**config.mk**
```make
export PLATFORM = sky130hd
export DESIGN_NAME = param_gcd
export DESIGN_NICKNAME = d
export VERILOG_FILES = /design/src/rtl/gcd_pkg.sv /design/src/rtl/gcd_step.sv /design/src/rtl/param_gcd.sv
export SDC_FILE = /design/constraint.sdc
export NUM_CORES = 1
export LEC_CHECK = 0
export ABC_AREA = 1
export CAP_MARGIN = 20
export CORE_ASPECT_RATIO = 0.7
export CORE_MARGIN = 2
export CORE_UTILIZATION = 65
export CTS_BUF_LIST = sky130_fd_sc_hd__clkbuf_2 sky130_fd_sc_hd__clkbuf_4 sky130_fd_sc_hd__clkbuf_8
export DETAILED_ROUTE_END_ITERATION = 7
export GPL_TIMING_DRIVEN = 0
export PLACE_DENSITY = 0.89
export SYNTH_ARGS = -nofsm -noshare
export SYNTH_HDL_FRONTEND = slang
export SYNTH_SLANG_ARGS = --single-unit
```
**constraint.sdc**
```tcl
create_clock -name clk -period 7.2 [get_ports clk]
set_clock_uncertainty 0.05 [all_clocks]
set_input_delay 1.44 -clock clk [delete_from_list [all_inputs] [get_ports clk]]
set_output_delay 1.44 -clock clk [all_outputs]
set_load 0.01 [all_outputs]
```
**src/rtl/gcd_pkg.sv**
```systemverilog
// Shared types and constants for the parameterised GCD engine.
package gcd_pkg;

  typedef enum logic [1:0] {
    IDLE   = 2'd0,
    CALC   = 2'd1,
    FINISH = 2'd2
  } state_t;

  localparam logic MODE_EUCLID = 1'b0;
  localparam logic MODE_STEIN  = 1'b1;

endpackage

```
**src/rtl/gcd_step.sv**
```systemverilog
// One combinational iteration of either Euclid subtraction or binary (Stein) GCD.
module gcd_step
  import gcd_pkg::*;
#(
  parameter int WIDTH = 16,
  parameter int KW    = $clog2(WIDTH) + 1
) (
  input  logic [WIDTH-1:0] ra,
  input  logic [WIDTH-1:0] rb,
  input  logic [KW-1:0]    k,
  input  logic             rmode,
  output logic [WIDTH-1:0] ra_next,
  output logic [WIDTH-1:0] rb_next,
  output logic [KW-1:0]    k_next,
  output logic             term
);

  logic [WIDTH-1:0] diff_ab;
  logic [WIDTH-1:0] diff_ba;

  assign diff_ab = ra - rb;
  assign diff_ba = rb - ra;

  // Pick the next operand pair; a zero operand means the other one holds the odd part of the answer.
  always_comb begin
    ra_next = ra;
    rb_next = rb;
    k_next  = k;
    term    = (ra == '0) || (rb == '0);
    if (!term) begin
      if (rmode == MODE_EUCLID) begin
        if (ra >= rb) ra_next = diff_ab;
        else          rb_next = diff_ba;
      end else begin
        if (!ra[0] && !rb[0]) begin
          ra_next = ra >> 1;
          rb_next = rb >> 1;
          k_next  = k + KW'(1);
        end else if (!ra[0]) begin
          ra_next = ra >> 1;
        end else if (!rb[0]) begin
          rb_next = rb >> 1;
        end else if (ra >= rb) begin
          ra_next = diff_ab >> 1;
        end else begin
          rb_next = diff_ba >> 1;
        end
      end
    end
  end

endmodule

```
**src/rtl/param_gcd.sv**
```systemverilog
// Multi-cycle GCD engine: FSM plus operand, shift-count and iteration registers.
module param_gcd
  import gcd_pkg::*;
#(
  parameter int WIDTH  = 16,
  parameter int ITER_W = WIDTH + 1
) (
  input  logic              clk,
  input  logic              rst,
  input  logic              start,
  input  logic              mode,
  input  logic [WIDTH-1:0]  a,
  input  logic [WIDTH-1:0]  b,
  output logic              ready,
  output logic              done,
  output logic [WIDTH-1:0]  gcd,
  output logic [ITER_W-1:0] iter
);

  localparam int KW = $clog2(WIDTH) + 1;

  state_t            state;
  logic [WIDTH-1:0]  ra;
  logic [WIDTH-1:0]  rb;
  logic [KW-1:0]     k;
  logic [ITER_W-1:0] counter;
  logic              rmode;

  logic [WIDTH-1:0]  ra_next;
  logic [WIDTH-1:0]  rb_next;
  logic [KW-1:0]     k_next;
  logic              term;

  gcd_step #(
    .WIDTH (WIDTH),
    .KW    (KW)
  ) u_step (
    .ra      (ra),
    .rb      (rb),
    .k       (k),
    .rmode   (rmode),
    .ra_next (ra_next),
    .rb_next (rb_next),
    .k_next  (k_next),
    .term    (term)
  );

  // Control FSM; ready and done are registered so they track the state exactly.
  always_ff @(posedge clk or posedge rst) begin
    if (rst) begin
      state   <= IDLE;
      ready   <= 1'b1;
      done    <= 1'b0;
      gcd     <= '0;
      iter    <= '0;
      ra      <= '0;
      rb      <= '0;
      k       <= '0;
      counter <= '0;
      rmode   <= MODE_EUCLID;
    end else begin
      case (state)
        IDLE: begin
          if (start) begin
            ra      <= a;
            rb      <= b;
            rmode   <= mode;
            k       <= '0;
            counter <= '0;
            ready   <= 1'b0;
            state   <= CALC;
          end
        end
        CALC: begin
          counter <= counter + ITER_W'(1);
          if (term) begin
            gcd   <= (ra | rb) << k;
            iter  <= counter + ITER_W'(1);
            done  <= 1'b1;
            state <= FINISH;
          end else begin
            ra <= ra_next;
            rb <= rb_next;
            k  <= k_next;
          end
        end
        FINISH: begin
          done  <= 1'b0;
          ready <= 1'b1;
          state <= IDLE;
        end
        default: begin
          done  <= 1'b0;
          ready <= 1'b1;
          state <= IDLE;
        end
      endcase
    end
  end

endmodule
```
# After elaboration in Yosys (flattened, before gate mapping)
# Index checks and enable logic that the tools add are counted.
# word_totals
regBits,92
input_bits,36
output_inout_bits,35
wordCells,84
# op_classes
add_sub_neg,4
magnitude_cmp,1
n_eq_ne,12
shift,1
muxes,32
bitwise_logic,3
n_reduce_logical,19
# op_table
operator,count
$mux 16,16
$pmux 16 s2,2
$pmux 17 s2,1
$logic_not 16->1,2
$sub 16x16->16,2
$mux 5,4
$add 17x1->17 const B,1
$mux 17,1
$ge 16x16->1,1
$or 16x16->16,1
$shl 16x5->16,1
$reduce_and 2->1,6
$reduce_and 6->1,2
$pmux 5 s2,1
$reduce_and 5->1,2
$ne 2x2->1 const B,4
$ne 4x3->1 const B,2
$add 5x1->5 const B,1
$ne 5x4->1 const B,1
$mux 2,2
$ne 4x2->1 const B,1
$pmux 1 s2,2
$pmux 2 s2,1
$reduce_and 4->1,1
11 further kinds,14

# Longest topological paths before layout
# Gate-level depths: netlist of the first run.
# logic_depth
word_depth,8
ltp_mapped,18
ltp_nobuf,18

# Modules after synthesis
# A second synthesis of the first run with hierarchy kept.
# hier_totals
hier_cells,1396
area_unflattened_um2,8589.5
# modules_own_cells
module,n_inst,cells_per_inst,area_each_um2,seq_area_each_um2
param_gcd,1,615,4659.5,2303.5
gcd_step,1,781,3930.0,0.0

# Least setup slack after synthesis of the first run
# Ideal clock, no wire load.
# synth_timing
path_kind,input to register
start,in start
end,reg counter[10]
setup_time_ps,84
arrival_ps,2431
slack_ps,4634
cell_stages,5
path_cell_list,nand3_1 -> inv_1 -> nor2_1 -> clkinv_1 -> o22ai_1
# synth_between
elab_chain_cells,2
# synth_rtl
item,line,text
"start, declared",param_gcd.sv:10,"input logic start,"
$ne 2x2->1 (no line),--,
$reduce_and 2->1 (no line),--,
"end signal, assigned",param_gcd.sv:75,counter <= counter + ITER_W'(1);
"end, declared",param_gcd.sv:26,logic [ITER_W-1:0] counter;
# Every way passes these cells.
# A chain may end at the register's enable or synchronous reset.

# Worst setup path after layout of the first run
# layout_timing
start,in start
end,reg counter[4]
# Same word-level chain as after synthesis.

==> results.json, run 1 <==
{
  "syn_nets": 1337,
  "grt_usage_pct": 41.21,
  "antenna_cells": 0,
  "path_class": "input pin to flop",
  "design.die.area_sq_mm": 0.01292,
  "cp.required_ns": 7.46,
  "yosys-top-cells-area": "dfrtp_1 (29%), nand2_1 (23%), inv_1 (8.3%)",
  "drtIter0Drc": 1039,
  "netlist_area_sq_mm": 0.007809,
  "nNetsFinal": 1419,
  "critPathTopFamily": "buffers and inverters",
  "holdBufCountCts": 0,
  "status": "finished clean",
  "cts_setup_buffers": 0,
  "vias_per_cell": 5.773,
  "synthTopCellsByCount": "nand2_1 (483), inv_1 (173), dfrtp_1 (91)",
  "yosysWarnings": 0,
  "syn_to_final_growth_pct": 14.68,
  "ys.flop_type": "dfrtp_1",
  "critPathCaptureType": "flop",
  "pin_count": 71,
  "grt_pass1_vias": 7746,
  "die_y_um": 95.71,
  "synthDistinctLibCells": 38,
  "port_buffers": 70,
  "post_drt_wl_per_cell_um": 17.38,
  "synth_edf_count": 0,
  "routed_wl_mm": 25.96,
  "cts_tree": "done",
  "grt_max_degree": 63,
  "route.vias.total": 8619,
  "synth_most_common_cell": "nand2_1",
  "drive_above_1_share_pct": 3.817,
  "clockBufferDepth": 2,
  "crit_chain": "clkdlybuf4s50_1 -> nand3_1 -> inv_1 -> nor2_1 -> clkinv_1 -> o22ai_1",
  "ant_nets": 0,
  "drcViolationCount": 0,
  "slowest_delay_ns": 0.52,
  "min_period_over_period_pct": 45.43,
  "initial_core_util_pct": 66.59,
  "yosysTopAreaCell": "dfrtp_1",
  "fmax_mhz": 305.7,
  "clock_sinks": 92,
  "synth_top_area_share_pct": 29.16,
  "worst_setup_path_start_kind": "input pin",
  "async_reset_ff_share_pct": 100.0,
  "place_hpwl_mm": 20.24,
  "synth.avg_cell_area_sq_um": 6.252,
  "tightestPinTransition_ns": 0.8219,
  "root_buffer": "clkbuf_8",
  "cap_violations": 0,
  "ys_seq_elements": 92,
  "setup_tns_ns": 0,
  "hold_violations": 0,
  "hold_class": "flop to flop",
  "slew_headroom_pct": 45.20,
  "cp_max_fo": 10,
  "cts_inserted_buffers": 9,
  "critPathBufInv": 3,
  "synth_cells": 1249,
  "slowest_stage": "nor2_1",
  "setup_violations": 0,
  "arrival_ns": 3.53,
  "die_x_um": 135.0,
  "row_count": 33,
  "clkTransAtPathRegs_ns": 0.11,
  "core_area_sq_mm": 0.01173,
  "post_cts_resized": 0,
  "grt_pass1_wl_mm": 40.41,
  "rsz0062_at_grt": "false",
  "drv_slew": 0,
  "antenna_found_initial": 0,
  "gp_congestion": 1.057,
  "first_pass_iters": 7,
  "h-tree-depth": 3,
  "yosysSeqAreaShare_pct": 29.50,
  "grt.overflow.total": 0,
  "min_period_ns": 3.271,
  "worstSkewPairLatency_ns": 0.40
}
-- flip-flops by register name (all words and copies together), names as in the netlist --
register and flops:
gcd 16, ready 1, ra 16, state 2, counter 17, rb 16
done 1, rmode 1, k 5, iter 17
-- per-layer routing --
| layer | share of wire [%] | wire length [um] | vias up | track usage, % |
|---|---|---|---|---|
| met3 | 15 | 3815 | 63 | 13.80 |
| li1 | - | - | 4070 | - |
| met1 | 42 | 10950 | 3898 | 58.16 |
| met4 | 2.2 | 563 | 0 | 10.68 |
| met5 | 0 | 0 | - | 0 |
| met2 | 41 | 10630 | 588 | 61.13 |
-- layout make-up --
| cell class | instances | area (sq um) |
|---|---|---|
| timing repair buffer | 71 | 728.2 |
| fill | 980 | 2771 |
| multi-input combinational | 939 | 4663 |
| inverter | 183 | 689.4 |
| sequential | 92 | 2303 |
| tap | 157 | 196.4 |
| buffer | 35 | 155.1 |
| clock inverter | 7 | 95.09 |
| clock buffer | 9 | 123.9 |
-- worst reg2reg max path: stages (launching register included) --
cell and delay (ns):
dfrtp_1 0.46, inv_1 0.23, ha_1 0.23, fa_1 0.23, inv_1 0.07, nand2_1 0.06, nand3_1 0.17, nand2_1 0.16
nand3_2 0.09, nand2_4 0.14, nand3_1 0.47, o21ai_0 0.51, nand2_1 0.10, nand2_1 0.07, nand2_1 0.05, nand2_1 0.05
-- layout by cell type (no fill, tap or decap), drive strengths merged, types with 5 or more instances in the layout --
cell type        n
a21oi           69
buf             12
clkbuf          33
clkdlybuf4s50   70
dfrtp           91
ha              50
inv            184
nand2          491
nand3           85
nand4           15
nor2            89
nor3             8
o211ai           5
o21ai           78
o21bai           6
o22ai            7
xor2            20
-- through the flow --
stage	hold WS [ns]	util, %	cells	area (sq um)	setup WS, ns
2_1_floorplan	0.4248	-	1249	7809	3.320
3_3_place_gp	0.4160	74.24	1476	8706	1.833
3_5_place_dp	0.4183	74.50	1477	8736	3.589
4_1_cts	0.4420	76.37	1493	8955	3.977
5_1_grt	0.4688	76.37	1493	8955	3.791
6_report	0.4419	76.37	1493	8955	3.929
-- kinds of logic (layout without fill, tap and decap cells) --
| group | Yosys count | count (layout) | share of synthesized area, % |
|---|---|---|---|
| buf+inv | 218 | 305 | 10.78 |
| xor+xnor | 22 | 22 | 2.468 |
| mux | 2 | 2 | 0.2564 |
| fa+ha+maj | 52 | 52 | 8.524 |
| simple gates | 693 | 693 | 36.60 |
| flops | 92 | 92 | 29.50 |
| compound gates | 170 | 170 | 11.87 |
-- worst paths after layout --
path / start / endpoint / slack, ns / depth (start not counted)
setup / recovery: start / counter[4] / 3.93 / 6
setup reg to reg: ra[0] / rb[8] / 3.99 / 15
hold reg to reg: gcd[15] / gcd[15] / 0.44 / 2
min in group asynchronous: rst / counter[2] / 1.34 / 2
hold / removal: gcd[15] / gcd[15] / 0.44 / 2
max in group asynchronous: rst / ready / 5.07 / 3
Power of run 1 is left out: the tool's default activity adds up to more than one toggle a clock period on the data nets, which glitch-free logic cannot reach.
==> run 2: changes to the inputs <==
- CORE_UTILIZATION: 65 -> 55
- PLACE_DENSITY: 0.89 -> 0.8
- clock period: 7.2 -> 2.93 ns (I/O delays scaled with it)
==> results.json, run 2 (synthesis results as in run 1) <==
{
  "status": "finished clean",
  "grt.overflow.total": 0,
  "drcViolationCount": 0,
  "root_buffer": "clkbuf_8",
  "cts_inserted_buffers": 9,
  "min_period_over_period_pct": 97.03,
  "die_y_um": 103.7,
  "arrival_ns": 3.07,
  "slowest_stage": "dfrtp_1",
  "fin_ws_ns": 0.08714,
  "initial_core_util_pct": 56.29,
  "cap_violations": 0,
  "vias_per_cell": 5.499,
  "critPathTopFamily": "simple AND/OR/NAND/NOR gates",
  "critPathBufInv": 1,
  "grt.busiest_layer": "met1",
  "grt_use_met2_pct": 46.73,
  "critPathCaptureType": "flop",
  "antenna_cells": 0,
  "cp_max_fo": 8,
  "slowest_delay_ns": 0.48,
  "clock_sinks": 92,
  "cts_tree": "done",
  "clockBufferDepth": 2,
  "syn_to_final_growth_pct": 15.72,
  "grt_pass1_wl_mm": 41.17,
  "pin_count": 71,
  "place_ws_ns": -0.05845,
  "drive_above_1_share_pct": 4.630,
  "cp.required_ns": 3.16,
  "first_pass_iters": 6,
  "place_hpwl_mm": 20.73,
  "port_buffers": 70,
  "top_regs": "counter x17, iter x17",
  "core_area_sq_mm": 0.01387,
  "design.die.area_sq_mm": 0.01518,
  "route.vias.total": 8408,
  "worst_setup_path_start_kind": "flop",
  "nNetsFinal": 1422,
  "whs_ns": 0.4424,
  "fillers": 1347,
  "grt_max_degree": 42,
  "hold_class": "flop to flop",
  "crit_chain": "inv_1 -> ha_1 -> nor2_2 -> nand2_1 -> nand3_2 -> nand2_1 -> nand3_2 -> nand2_4 -> a21oi_2 -> nand2_1 -> nand2_1 -> nand2_1 -> nand2_1 -> o21ai_0",
  "die_x_um": 146.4,
  "met3_usage_pct": 10.93,
  "layout_common_cells": "nand2_1 (483), inv_1 (171), dfrtp_1 (90)",
  "gp_congestion": 0.9846,
  "holdBufCountCts": 0,
  "rsz0062_at_grt": "true",
  "antenna_found_initial": 0,
  "routed_wl_mm": 25.95,
  "path_class": "flop to flop",
  "h-tree-depth": 3,
  "fmax_mhz": 351.8,
  "drtIter0Drc": 1004,
  "drv_slew": 0,
  "grt_pass1_vias": 7551,
  "ant_nets": 0,
  "tightestPinTransition_ns": 0.7552,
  "setup_violations": 0,
  "cpMostUsedCell": "nand2_1",
  "worstSkewPairLatency_ns": 0.39,
  "min_period_ns": 2.843,
  "slew_headroom_pct": 49.55,
  "post_drt_wl_per_cell_um": 16.97,
  "grt_usage_pct": 34.71,
  "row_count": 36,
  "hold_violations": 0,
  "final_common_cell": "nand2_1",
  "use_met1_pct": 53.31,
  "clkTransAtPathRegs_ns": 0.10
}
## run 2: changes by cell type in the layout (fill, tap and decap cells not counted), moves of 2 or more
cell | previous run | this run
nand3_1 | 84 | 80
nand3_2 | 1 | 5
buf_12 | 0 | 3
inv_6 | 0 | 2
inv_8 | 3 | 1
nor2_1 | 83 | 81
nor2_2 | 3 | 5
## run 2: what timing repair did
action / 4_1_cts / 5_1_grt
gates resized for setup: 4 / 6
pin swaps: 0 / 1
endpoints found under the hold margin: 0 / 0
setup buffers: 0 / 2
endpoints found under the setup margin: 10 / 27
## run 2: cell type report
type	count	area, sq um	area share [%]
Clock buffer	11	145.1	1.606
Multi-Input combinational cell	939	4688	51.88
Tap cell	190	237.7	2.631
Clock inverter	5	42.54	0.4708
Inverter	183	690.7	7.643
Timing Repair Buffer	74	768.2	8.502
Buffer	35	158.9	1.759
Sequential cell	92	2305	25.51
## run 2: worst min-delay path, stage by stage, from the launching register on
cell and delay [ns]:
dfrtp_1 0.35, nand2_1 0.05, o21ai_0 0.06
## run 2: worst paths after layout
check	startpoint	end	slack, ns	depth (start not counted)
max	ra[3]	ra[0]	0.09	14
min	iter[2]	iter[2]	0.44	2
max reg2reg	ra[3]	ra[0]	0.09	14
min reg2reg	iter[2]	iter[2]	0.44	2
max in group asynchronous	rst	ra[0]	1.36	4
min in group asynchronous	rst	ra[4]	0.62	2
## run 2: per-layer routing
metal  wire length, um  part of all wire, %
met3              3205                   12
met2              9836                   38
met5                 0                    0
met1             12260                   47
met4               640                  2.5
## run 2: stage by stage
stage          setup TNS [ns]  util, %  std cells  area (sq um)
2_1_floorplan               0        -       1249          7812
3_3_place_gp          -0.1248    63.08       1509          8751
3_5_place_dp          -0.1335    63.37       1511          8791
4_1_cts                     0    64.82       1527          8992
5_1_grt             -0.007919    65.13       1529          9036
6_report                    0    65.13       1529          9036
Power of run 2 is left out for the same reason.
==> run 3: changes to the inputs <==
- CORE_UTILIZATION: 55 -> 54
- CTS_BUF_LIST: sky130_fd_sc_hd__clkbuf_2 sky130_fd_sc_hd__clkbuf_4 sky130_fd_sc_hd__clkbuf_8 -> not set
- PLACE_DENSITY: 0.8 -> 0.79
==> results.json, run 3 (synthesis results as in run 1) <==
{
  "port_buffers": 70,
  "slowest_stage": "dfrtp_1",
  "slowest_delay_ns": 0.43,
  "post_drt_wl_per_cell_um": 16.87,
  "fin_util_pct": 65.62,
  "worst_setup_path_start_kind": "flop",
  "core_area_sq_mm": 0.01401,
  "post-place-cells": 1511,
  "critPathTopFamily": "simple AND/OR/NAND/NOR gates",
  "worstSkewPairLatency_ns": 0.36,
  "vias_per_cell": 5.497,
  "hold_violations": 0,
  "hold_class": "flop to flop",
  "clock_sinks": 92,
  "design.die.area_sq_mm": 0.01545,
  "crit_chain": "inv_2 -> ha_1 -> fa_1 -> inv_1 -> nand2_1 -> nand3_2 -> nand2_1 -> nand3_2 -> nand2_4 -> nand2_4 -> nand3_1 -> nand3_2 -> buf_6 -> nor2_1 -> a21oi_1",
  "cp_max_fo": 10,
  "min_period_ns": 2.778,
  "arrival_ns": 3.01,
  "drcViolationCount": 0,
  "path_class": "flop to flop",
  "fillers": 1299,
  "first_pass_iters": 5,
  "cpMostUsedCell": "nand3_2",
  "initial_core_util_pct": 55.74,
  "routed_wl_mm": 25.82,
  "cts_inserted_buffers": 9,
  "drv_slew": 0,
  "grt_max_degree": 40,
  "antenna_found_initial": 0,
  "grt_usage_pct": 33.80,
  "setup_violations": 0,
  "syn_to_final_growth_pct": 17.72,
  "fin_ws_ns": 0.1518,
  "cap_violations": 0,
  "h-tree-depth": 3,
  "die_y_um": 104.6,
  "root_buffer": "clkbuf_16",
  "r2r_slack_ns": 0.15,
  "gp_congestion": 1.002,
  "min_period_over_period_pct": 94.82,
  "pin_count": 71,
  "place_ws_ns": -0.05956,
  "finalNonFillerCells": 1530,
  "drive_above_1_share_pct": 4.701,
  "cp.required_ns": 3.17,
  "ant_nets": 0,
  "slew_headroom_pct": 49.23,
  "top_regs": "counter x17, iter x17",
  "status": "finished clean",
  "grt_pass1_wl_mm": 40.57,
  "fmax_mhz": 360.0,
  "die_x_um": 147.7,
  "antenna_cells": 0,
  "row_count": 36,
  "critPathCaptureType": "flop",
  "grt_pass1_vias": 7567,
  "clockBufferDepth": 2,
  "final_common_cell": "nand2_1",
  "critPathBufInv": 3,
  "tightestPinTransition_ns": 0.7616,
  "nNetsFinal": 1423,
  "drtIter0Drc": 1028,
  "rsz0062_at_grt": "false",
  "cts_tree": "done",
  "layout_common_cells": "nand2_1 (483), inv_1 (171), dfrtp_1 (91)",
  "clkTransAtPathRegs_ns": 0.08,
  "place_hpwl_mm": 20.24,
  "route.vias.total": 8411,
  "grt.overflow.total": 0
}
run 3: cell type report:
| type | count | area (sq um) | area share, % |
|---|---|---|---|
| flip-flops and latches | 92 | 2303 | 25.06 |
| well taps | 190 | 237.7 | 2.586 |
| inverters | 183 | 690.7 | 7.513 |
| multi-input cells | 939 | 4703 | 51.16 |
| plain buffers | 35 | 162.7 | 1.769 |
| clock inverters | 7 | 93.84 | 1.021 |
| repair buffers | 75 | 775.7 | 8.439 |
| clock buffers | 9 | 225.2 | 2.450 |
run 3: worst paths after layout:
path	startpoint	end	depth (start not counted)
max	ra[0]	rb[12]	15
min	gcd[4]	gcd[4]	2
max reg2reg	ra[0]	rb[12]	15
min reg2reg	gcd[4]	gcd[4]	2
max in group asynchronous	rst	ready	4
min in group asynchronous	rst	gcd[6]	2
run 3: tightest hold or removal path, cell delays in order, from the launching register on:
cell and delay [ns]:
dfrtp_1 0.34, nand2_1 0.05, o21ai_0 0.06
run 3: stage by stage:
| stage | hold WS (ns) | TNS [ns] | instance area (sq um) |
|---|---|---|---|
| detailed placement | 0.4143 | -0.2217 | 8791 |
| global placement | 0.4164 | -0.2791 | 8751 |
| CTS | 0.4425 | 0 | 9119 |
| global route | 0.4516 | 0 | 9193 |
| floorplan | 0.4248 | 0 | 7812 |
| finish | 0.4373 | 0 | 9193 |
run 3: timing repair:
action,CTS,global route
endpoints found under the setup margin,7,32
hold buffers,0,0
resized for setup,3,10
pin swaps,0,2
setup buffers,0,3
run 3: metal layers:
metal	share of wire, %	GRT usage (%)	vias to the layer above
met1	47	51.97	3871
met2	39	45.85	435
li1	-	-	4073
met5	0	0	-
met3	12	10.70	32
met4	1.8	7.143	0
Power of run 3 is left out for the same reason.
